## src/rtl/pong_pkg.sv

```systemverilog
// Shared match-controller definitions: state encoding and default timing,
// also used by the display mux.
package pong_pkg;

    typedef enum logic [1:0] {
        IDLE  = 2'd0,
        SERVE = 2'd1,
        PLAY  = 2'd2,
        OVER  = 2'd3
    } state_e;

    localparam int SERVE_DELAY_DEF = 2000;
    localparam int RAMP_TICKS_DEF  = 4000;
    localparam int SPEED_INIT_DEF  = 4;
    localparam int SPEED_W         = 5;

    function automatic logic signed [SPEED_W-1:0] speed_inc(
        input logic signed [SPEED_W-1:0] s,
        input logic signed [SPEED_W-1:0] smax
    );
        return (s >= smax) ? s : s + 5'sd1;
    endfunction

endpackage

```

## src/rtl/btn_pulse.sv

```systemverilog
// Two-flop synchroniser for an asynchronous button, followed by a rising-edge
// detector whose one-cycle pulse is registered.
module btn_pulse (
    input  logic clk,
    input  logic rst_n,
    input  logic btn_i,
    output logic pulse_o
);

    // [0],[1] synchroniser stages, [2] previous synchronised level
    logic [2:0] sync_q;
    logic       pulse_q;

    always_ff @(posedge clk or negedge rst_n) begin
        if (!rst_n) begin
            sync_q  <= '0;
            pulse_q <= 1'b0;
        end else begin
            sync_q  <= {sync_q[1:0], btn_i};
            pulse_q <= sync_q[1] & ~sync_q[2];
        end
    end

    assign pulse_o = pulse_q;

endmodule

```

## src/rtl/game_ctrl.sv

```systemverilog
// Match controller: keeps both scores, sequences serve/play/game-over and
// drives the ball engine's reset and speed, ramping speed during long rallies.
module game_ctrl
    import pong_pkg::*;
#(
    parameter int SCORE_W     = 4,
    parameter int WIN_SCORE   = 9,
    parameter int SERVE_DELAY = SERVE_DELAY_DEF,
    parameter int RAMP_TICKS  = RAMP_TICKS_DEF,
    parameter int SPEED_INIT  = SPEED_INIT_DEF,
    parameter int SPEED_MAX   = 15
) (
    input  logic                      clk,
    input  logic                      reset_n,
    input  logic                      start,
    input  logic                      out_left,
    input  logic                      out_right,
    output logic                      ball_reset,
    output logic signed [SPEED_W-1:0] speed,
    output logic [SCORE_W-1:0]        score_l,
    output logic [SCORE_W-1:0]        score_r,
    output logic                      game_over,
    output logic                      winner
);

    localparam int SRV_W = (SERVE_DELAY > 1) ? $clog2(SERVE_DELAY) : 1;
    localparam int RMP_W = (RAMP_TICKS > 1) ? $clog2(RAMP_TICKS) : 1;
    localparam logic [SRV_W-1:0]          SRV_LAST = SRV_W'(SERVE_DELAY - 1);
    localparam logic [RMP_W-1:0]          RMP_LAST = RMP_W'(RAMP_TICKS - 1);
    localparam logic signed [SPEED_W-1:0] SPD_INIT = SPEED_W'(SPEED_INIT);
    localparam logic signed [SPEED_W-1:0] SPD_MAX  = SPEED_W'(SPEED_MAX);
    localparam logic [SCORE_W-1:0]        WIN      = SCORE_W'(WIN_SCORE);

    state_e                    state_q;
    logic [SRV_W-1:0]          srv_cnt_q;
    logic [RMP_W-1:0]          rmp_cnt_q;
    logic signed [SPEED_W-1:0] speed_q;
    logic [SCORE_W-1:0]        score_l_q, score_r_q;
    logic [SCORE_W-1:0]        score_l_d, score_r_d;
    logic                      ball_reset_q, game_over_q, winner_q;
    logic [1:0]                out_l_q, out_r_q;
    logic                      start_pulse;
    logic                      evt_l, evt_r, hit_l, hit_r, win_hit;

    btn_pulse u_start (
        .clk    (clk),
        .rst_n  (reset_n),
        .btn_i  (start),
        .pulse_o(start_pulse)
    );

    // [0] sampled level, [1] previous sample
    always_ff @(posedge clk or negedge reset_n) begin
        if (!reset_n) begin
            out_l_q <= '0;
            out_r_q <= '0;
        end else begin
            out_l_q <= {out_l_q[0], out_left};
            out_r_q <= {out_r_q[0], out_right};
        end
    end

    assign evt_l = out_l_q[0] & ~out_l_q[1];
    assign evt_r = out_r_q[0] & ~out_r_q[1];
    // A ball off the left edge is a point for the right player; a tie scores nothing.
    assign hit_l     = evt_l & ~evt_r;
    assign hit_r     = evt_r & ~evt_l;
    assign score_r_d = score_r_q + 1'b1;
    assign score_l_d = score_l_q + 1'b1;
    assign win_hit   = (hit_l && score_r_d == WIN) || (hit_r && score_l_d == WIN);

    always_ff @(posedge clk or negedge reset_n) begin
        if (!reset_n) begin
            state_q      <= IDLE;
            srv_cnt_q    <= '0;
            rmp_cnt_q    <= '0;
            speed_q      <= SPD_INIT;
            score_l_q    <= '0;
            score_r_q    <= '0;
            ball_reset_q <= 1'b1;
            game_over_q  <= 1'b0;
            winner_q     <= 1'b0;
        end else begin
            case (state_q)
                IDLE: begin
                    ball_reset_q <= 1'b1;
                    if (start_pulse) begin
                        state_q   <= SERVE;
                        srv_cnt_q <= '0;
                        rmp_cnt_q <= '0;
                        speed_q   <= SPD_INIT;
                    end
                end
                SERVE: begin
                    speed_q   <= SPD_INIT;
                    rmp_cnt_q <= '0;
                    if (srv_cnt_q == SRV_LAST) begin
                        srv_cnt_q    <= '0;
                        state_q      <= PLAY;
                        ball_reset_q <= 1'b0;
                    end else begin
                        srv_cnt_q    <= srv_cnt_q + 1'b1;
                        ball_reset_q <= 1'b1;
                    end
                end
                PLAY: begin
                    if (hit_l || hit_r) begin
                        // Scoring takes priority over a coincident ramp tick.
                        ball_reset_q <= 1'b1;
                        srv_cnt_q    <= '0;
                        rmp_cnt_q    <= '0;
                        if (hit_l) score_r_q <= score_r_d;
                        else       score_l_q <= score_l_d;
                        if (win_hit) begin
                            state_q     <= OVER;
                            game_over_q <= 1'b1;
                            winner_q    <= hit_l;
                        end else begin
                            state_q <= SERVE;
                            speed_q <= SPD_INIT;
                        end
                    end else begin
                        ball_reset_q <= 1'b0;
                        if (rmp_cnt_q == RMP_LAST) begin
                            rmp_cnt_q <= '0;
                            speed_q   <= speed_inc(speed_q, SPD_MAX);
                        end else begin
                            rmp_cnt_q <= rmp_cnt_q + 1'b1;
                        end
                    end
                end
                OVER: begin
                    ball_reset_q <= 1'b1;
                    if (start_pulse) begin
                        score_l_q   <= '0;
                        score_r_q   <= '0;
                        game_over_q <= 1'b0;
                        state_q     <= SERVE;
                        srv_cnt_q   <= '0;
                        speed_q     <= SPD_INIT;
                    end
                end
                default: state_q <= IDLE;
            endcase
        end
    end

    assign ball_reset = ball_reset_q;
    assign speed      = speed_q;
    assign score_l    = score_l_q;
    assign score_r    = score_r_q;
    assign game_over  = game_over_q;
    assign winner     = winner_q;

endmodule
```

## config.mk

```make
export PLATFORM = sky130hd
export DESIGN_NAME = game_ctrl
export DESIGN_NICKNAME = d
export VERILOG_FILES = /design/src/rtl/pong_pkg.sv /design/src/rtl/btn_pulse.sv /design/src/rtl/game_ctrl.sv
export SDC_FILE = /design/constraint.sdc
export NUM_CORES = 1
export LEC_CHECK = 0
export CORE_UTILIZATION = 32
export CTS_CLUSTER_DIAMETER = 80
export CTS_CLUSTER_SIZE = 10
export DETAILED_ROUTE_END_ITERATION = 6
export GPL_TIMING_DRIVEN = 1
export PLACE_DENSITY = 0.56
export SETUP_SLACK_MARGIN = 0.3
export SKIP_CTS_REPAIR_TIMING = 1
export SYNTH_ARGS = -nofsm -noshare
export SYNTH_HDL_FRONTEND = slang
export SYNTH_SLANG_ARGS = --single-unit
```

## constraint.sdc

```tcl
create_clock -name clk -period 2.8 [get_ports clk]
set_input_delay 0.28 -clock clk [delete_from_list [all_inputs] [get_ports clk]]
set_output_delay 0.28 -clock clk [all_outputs]
set_load 0.01 [all_outputs]
```

==> flow_summary.ini, run 1 <==
[run_status]
status = finished, final reports clean

[power_and_ir_drop]
switching_share_pct = 40.5
power_frac_clock_pct = 17.4
powerDensity_nw_per_um2 = 732
p_leak_uw = 0.00136
pwr-share-comb_pct = 42.4
power_uw = 2350
switching_power_uw = 949
power.internal_uw = 1400
power_frac_seq_pct = 40.2
ir_worst_vdd_mv = 0.308

[min_path]
hold_depth = 0
hold_path.startpoint = u_start.sync_q[0]
whs_endpoint = u_start.sync_q[1]
worstHoldPathType = flip-flop to flip-flop

[flow_run]
maxCapViolCount = 0

[grt]
grt_pass1_vias = 2080
grt_pass1_wl_um = 9800
grt_usage_pct = 14.2
grt_overflow = 0
grt_max_degree = 33
antenna_found_initial = 0

[cts]
clock-sinks = 49
cts_max_level = 2
numCtsBuffers = 5
clk_pin_slew_ns = 0.09
cts_tree = done
clock_path_buffers = 2
clkLatencyLatePin_ns = 0.30
root_buffer = clkbuf_8

[sta]
slew_violations = 0
finalCritPeriodShare_pct = 90.6
worst_slew_pin_slew_ns = 1.04
setup_ws_ns = 0.264
finalClockSkew_ns = 0.00775
rsz0062_at_grt = yes
tns_ns = 0
layout_min_cycle_time_ns = 2.54
timing.fmax_ghz = 0.394
relSlewSlack_pct = 29.5
final_hold_viol_count = 0
setup_violations = 0

[setup_path]
critPathMostFrequentCell = ha_4
crit_buf_inv = 0
cp.required_ns = 2.99
start_kind = flip-flop
crit_chain = ha_4 > and3_4 > ha_4 > and4_4 > or3_4 > a211o_4 > o211a_1 > a211o_1
reg2reg_slack_ns = 0.26
cpMaxStageDelayCell = dfrtp_2
crit_cells = 8
crit_fanout = 5
worst_setup_path_end_kind = flip-flop
cp.arrival_ns = 2.73
r2r_start = speed[1]
max_stage_delay_ns = 0.46
cp_top_family = compound AO/OA/AOI/OAI gates
rr_worst_depth = 8
critPathKind = flip-flop to flip-flop
crit-reg2reg-capture = speed[3]

[yosys]
synth_edf_count = 0
async_flop_share_pct = 100
ys_seq_area_share_pct = 46.0
synth_ff_type = dfrtp_1
syn_inst = 284
synth_cell_types = 50
yosysWarnings = 0
syn-num-nets = 304
netlist_area_um2 = 2670
synth_seq_cells = 49
synth_area_per_cell_um2 = 9.41

[floorplanning]
fp-row-count = 32
die_w_um = 93.4
design.core.area_um2 = 7890
initial_utilization_pct = 33.9
dieArea_um2 = 8730
dieHeight_um = 93.4
ios = 21

[route]
drc = 0
dr.pass1.iters = 4
wl_um = 5780
antenna_left = 0
drt_iter0_markers = 137
dr_total_vias = 2186
vias_per_cell = 5.19
wl_per_cell_um = 13.7

[finish]
diodes = 0
stdcell_area_um2 = 3200
area_growth_pct = 19.8
nets = 338
drive_above_1_share_pct = 11.9
multiInputGateArea_um2 = 1420
regArea_um2 = 1230
fillers = 784

[placement]
place_congestion = 0.780
dpl.hpwl_um = 4070
placed_area_um2 = 3010
pre_cts_ws_ns = 0.144
numPortBuffers = 20
-- per-stage QoR --
stage / util (%) / cells / hold WS (ns)
finish: 40.6 / 421 / 0.355
global route: 40.6 / 421 / 0.377
CTS: 39.2 / 412 / -0.0754
detailed placement: 38.2 / 404 / 0.256
global placement: 38.2 / 404 / 0.251
floorplan: - / 284 / -0.0156
-- synth_stat cells, drive strengths merged, types with 2 or more instances --
cell type | instances | share of area (%)
ha | 15 | 7.0
nor2 | 25 | 3.5
o211a | 2 | 0.75
nand4 | 5 | 1.4
dfstp | 2 | 2.0
or4 | 2 | 0.70
and3 | 3 | 0.70
xor2 | 2 | 0.66
mux2i | 2 | 0.75
a211o | 3 | 1.3
o41ai | 5 | 1.9
nand2b | 8 | 1.9
dfrtp | 47 | 44
nor4 | 3 | 0.70
inv | 16 | 2.2
nor2b | 6 | 1.4
or2 | 2 | 0.47
nand3 | 15 | 2.8
a21oi | 6 | 1.1
o31ai | 6 | 1.7
nor3 | 8 | 1.5
and2 | 3 | 0.75
o21ai | 29 | 5.4
a211oi | 4 | 1.1
nand2 | 31 | 4.4
o22ai | 3 | 0.70
or3 | 2 | 0.47
a221o | 2 | 0.75
xnor2 | 6 | 2.0
a21o | 3 | 0.84
clkbuf | 3 | 0.42
a31oi | 3 | 0.70
-- worst max path at each step --
stage / start / endpoint / slack, ns
after global routing: speed[1] / speed[1] / 0.23
after CTS: speed[1] / speed[3] / 0.13
after detailed placement: speed[1] / speed[3] / 0.14
after global placement: speed[1] / speed[3] / 0.24
after floorplan: speed[1] / speed[3] / 0.27
final: speed[1] / speed[3] / 0.26
-- registers in the layout, summed over array words and instances, names as in the netlist --
register and cells:
winner 1, rmp_cnt_q 12, score_r 4, out_l_q 2, state_q 2, ball_reset 1
game_over 1, u_start.pulse_o 1, srv_cnt_q 11, u_start.sync_q 3, score_l 4, out_r_q 2
speed 5
-- area by class of cell --
| type | count | area share (%) |
|---|---|---|
| Multi-Input combinational cell | 215 | 44.4 |
| Sequential cell | 49 | 38.4 |
| Timing Repair Buffer | 31 | 8.75 |
| Tap cell | 102 | 3.98 |
| Clock buffer | 6 | 2.27 |
| Inverter | 16 | 1.88 |
| Clock inverter | 2 | 0.313 |
-- cell families after synthesis --
kind of cell / share of synthesized area, %
AND/OR/NAND/NOR: 21.3
buffers and inverters: 2.85
AO/OA/AOI/OAI: 19.0
flip-flops: 46.0
adder cells (fa/ha/maj): 7.02
XOR/XNOR: 2.62
multiplexers: 1.17
-- layer usage --
layer  GRT usage [%]  up-vias  share of wire [%]
met5               0        -                  0
met4            4.87        0                1.0
met3            3.09        4                2.9
met2            23.6       35                 48
met1            18.1     1057                 48
li1                -     1090                  -
-- power by group through the flow --
stage          sequential [uW]  combinational [uW]  clock, uW
6_report                   944                 995        408
5_1_grt                    965                1120        456
4_1_cts                    943                1000        428
3_5_place_dp               957                 996          0
3_3_place_gp               954                 984          0
2_1_floorplan              962                 630          0
-- placed cells by master, fill, tap and decap left out, types with 2 or more instances in the layout --
| cell | instances |
|---|---|
| dfstp_2 | 2 |
| o21ai_0 | 29 |
| xnor2_1 | 6 |
| nand2b_1 | 8 |
| nand4_1 | 4 |
| and2_1 | 2 |
| inv_1 | 16 |
| nor3_1 | 8 |
| xor2_1 | 2 |
| a221o_1 | 2 |
| clkbuf_8 | 5 |
| o22ai_1 | 3 |
| mux2i_1 | 2 |
| a211o_1 | 2 |
| o31ai_1 | 6 |
| nand2_1 | 31 |
| ha_4 | 2 |
| nor2b_1 | 6 |
| buf_4 | 10 |
| clkdlybuf4s50_1 | 19 |
| nand3_1 | 15 |
| a21oi_1 | 6 |
| o41ai_1 | 4 |
| clkinv_2 | 2 |
| o211a_1 | 2 |
| nor2_1 | 25 |
| ha_1 | 13 |
| dfrtp_2 | 2 |
| a21o_1 | 3 |
| a31oi_1 | 3 |
| a211oi_1 | 3 |
| dfrtp_1 | 45 |
| nor4_1 | 2 |
| and3_4 | 2 |
No activity file was read; power rests on OpenSTA's default activity.
==> run 2, diff against run 1 <==
--- a/config.mk
+++ b/config.mk
@@ -5,6 +5,7 @@
 export SDC_FILE = /design/constraint.sdc
 export NUM_CORES = 1
 export LEC_CHECK = 0
+export CAP_MARGIN = 25
 export CORE_UTILIZATION = 32
 export CTS_CLUSTER_DIAMETER = 80
 export CTS_CLUSTER_SIZE = 10
==> results of run 2 <==
The final DEF is identical to that of run 1; final timing and power are the same.
==> run 3, diff against run 2 <==
--- a/config.mk
+++ b/config.mk
@@ -6,12 +6,12 @@
 export NUM_CORES = 1
 export LEC_CHECK = 0
 export CAP_MARGIN = 25
-export CORE_UTILIZATION = 32
+export CORE_UTILIZATION = 60
 export CTS_CLUSTER_DIAMETER = 80
 export CTS_CLUSTER_SIZE = 10
 export DETAILED_ROUTE_END_ITERATION = 6
 export GPL_TIMING_DRIVEN = 1
-export PLACE_DENSITY = 0.56
+export PLACE_DENSITY = 0.87
 export SETUP_SLACK_MARGIN = 0.3
 export SKIP_CTS_REPAIR_TIMING = 1
 export SYNTH_ARGS = -nofsm -noshare
==> constraint.sdc (replaced) <==
create_clock -name clk -period 3.2 [get_ports clk]
set_input_delay 0.32 -clock clk [delete_from_list [all_inputs] [get_ports clk]]
set_output_delay 0.32 -clock clk [all_outputs]
set_load 0.01 [all_outputs]
==> run 3 against run 2 <==
Against the previous run: flip-flop and latch count did not move; count of clock-buffer cells in the layout fell by 1; non-clock buffer count shrank 10; global-route usage is 11 points higher; power shrank 6.0%; critical path type unchanged.
==> flow_summary.ini, run 3 (synthesized netlist as in run 1, its figures left out) <==
[run_status]
status = finished, final reports clean

[power_and_ir_drop]
pwr-share-comb_pct = 39.3
powerDensity_nw_per_um2 = 716
power.internal_uw = 1370
switching_share_pct = 37.8
power_frac_seq_pct = 37.4
switching_power_uw = 835
p_leak_uw = 0.00135
ir_worst_vdd_mv = 0.560
power_frac_clock_pct = 23.3

[cts]
clk_pin_slew_ns = 0.09
root_buffer = clkbuf_8
clkLatencyLatePin_ns = 0.30
cts_max_level = 2
numCtsBuffers = 5
clock-sinks = 49
clock_path_buffers = 2
cts_tree = done

[grt]
grt_overflow = 0
antenna_found_initial = 0
grt_pass1_vias = 2005
grt_max_degree = 26
grt_usage_pct = 25.3
grt_pass1_wl_um = 8840

[floorplanning]
ios = 21
design.core.area_um2 = 4140
die_w_um = 68.8
dieHeight_um = 68.8
initial_utilization_pct = 64.5
fp-row-count = 23
dieArea_um2 = 4730

[setup_path]
critPathKind = flip-flop to flip-flop
r2r_start = speed[1]
worst_setup_path_end_kind = flip-flop
rr_worst_depth = 8
cp.arrival_ns = 2.99
cp-startpoint = speed[1]
reg2reg_slack_ns = 0.41
cp.required_ns = 3.40
crit_fanout = 7
crit-reg2reg-capture = speed[3]
start_kind = flip-flop

[sta]
rsz0062_at_grt = no
setup_violations = 0
final_hold_viol_count = 0
worst_slew_pin_slew_ns = 1.04
finalCritPeriodShare_pct = 87.3
slew_violations = 0
relSlewSlack_pct = 29.9
finalClockSkew_ns = 0.00856
layout_min_cycle_time_ns = 2.79
setup_ws_ns = 0.406
timing.fmax_ghz = 0.358
tns_ns = 0
hold_ws_ns = 0.0251

[finish]
fin_cells = 359
layout_commonest_cell = dfrtp_1
final_cell_mix = dfrtp_1, nand2_1, o21ai_0
nets = 328
drive_above_1_share_pct = 7.12
area_growth_pct = 15.3
largest_reg_flops = 12
largest_register = rmp_cnt_q
diodes = 0
fillers = 307

[min_path]
worstHoldPathType = input port to async pin

[route]
routed.top_layer = met4
dr_wl_met2_um = 2620
antenna_left = 0
dr.pass1.iters = 4
drc = 0
wl_um = 5260
drt_iter0_markers = 172
dr_total_vias = 2153
wl_per_cell_um = 14.7
vias_per_cell = 6.00
wl_met1_um = 2480
wl_met3_um = 112

[placement]
dp_cells = 351
pre_cts_ws_ns = 0.468
numPortBuffers = 20
dpl.hpwl_um = 3840
place_congestion = 0.835

[flow_run]
maxCapViolCount = 0
-- run 3: changes by cell type in the layout (fill, tap and decap cells not counted), moves of 2 or more --
| cell | change |
|---|---|
| and3_1 | +2 |
| dfrtp_2 | -2 |
| dfrtp_1 | +2 |
| bufinv_16 | +2 |
| ha_1 | +2 |
| ha_4 | -2 |
| and3_4 | -2 |
| buf_4 | -10 |
-- run 3: through the flow --
step / util, % / power (uW) / area, um^2
2_1_floorplan: - / 1390 / 2670
3_5_place_dp: 71.0 / 1700 / 2940
4_1_cts: 74.2 / 2220 / 3080
5_1_grt: 74.4 / 2340 / 3080
3_3_place_gp: 70.4 / 1650 / 2920
6_report: 74.4 / 2210 / 3080
-- run 3: worst max-delay path: stages (launching register included) --
cell and delay [ns]:
dfrtp_1 0.45, ha_1 0.26, and3_1 0.20, ha_1 0.30, and4_2 0.24, or3_1 0.36
a211o_4 0.39, o211a_1 0.21, a211o_1 0.26
-- run 3: layout make-up --
type | count | area [um^2] | share of cell area (%)
clock buffer | 5 | 68.8 | 2.23
clock inverter | 3 | 65.1 | 2.11
inverter | 16 | 60.1 | 1.95
multi-input combinational | 215 | 1370 | 44.6
sequential | 49 | 1230 | 39.9
tap | 50 | 62.6 | 2.03
timing repair buffer | 21 | 223 | 7.23
-- run 3: worst max path at each step --
| stage | to | slack [ns] | cells after the start |
|---|---|---|---|
| 2_1_floorplan | speed[3] | 0.54 | 8 |
| 3_5_place_dp | speed[3] | 0.47 | 8 |
| 6_report | speed[3] | 0.41 | 8 |
| 3_3_place_gp | speed[3] | 0.53 | 8 |
| 5_1_grt | speed[3] | 0.31 | 8 |
| 4_1_cts | speed[3] | 0.45 | 8 |
-- run 3: power groups by stage --
stage / Combinational [uW] / Sequential, uW / Clock (uW)
6_report: 867 / 825 / 515
5_1_grt: 964 / 840 / 539
4_1_cts: 868 / 824 / 523
3_5_place_dp: 864 / 835 / 0
3_3_place_gp: 820 / 830 / 0
2_1_floorplan: 551 / 842 / 0
-- run 3: layer usage --
metal / vias to the layer above / global-route usage, %
met3: 6 / 4.77
met4: 0 / 6.63
li1: 1070 / -
met5: - / 0
met1: 1043 / 32.4
met2: 34 / 43.9
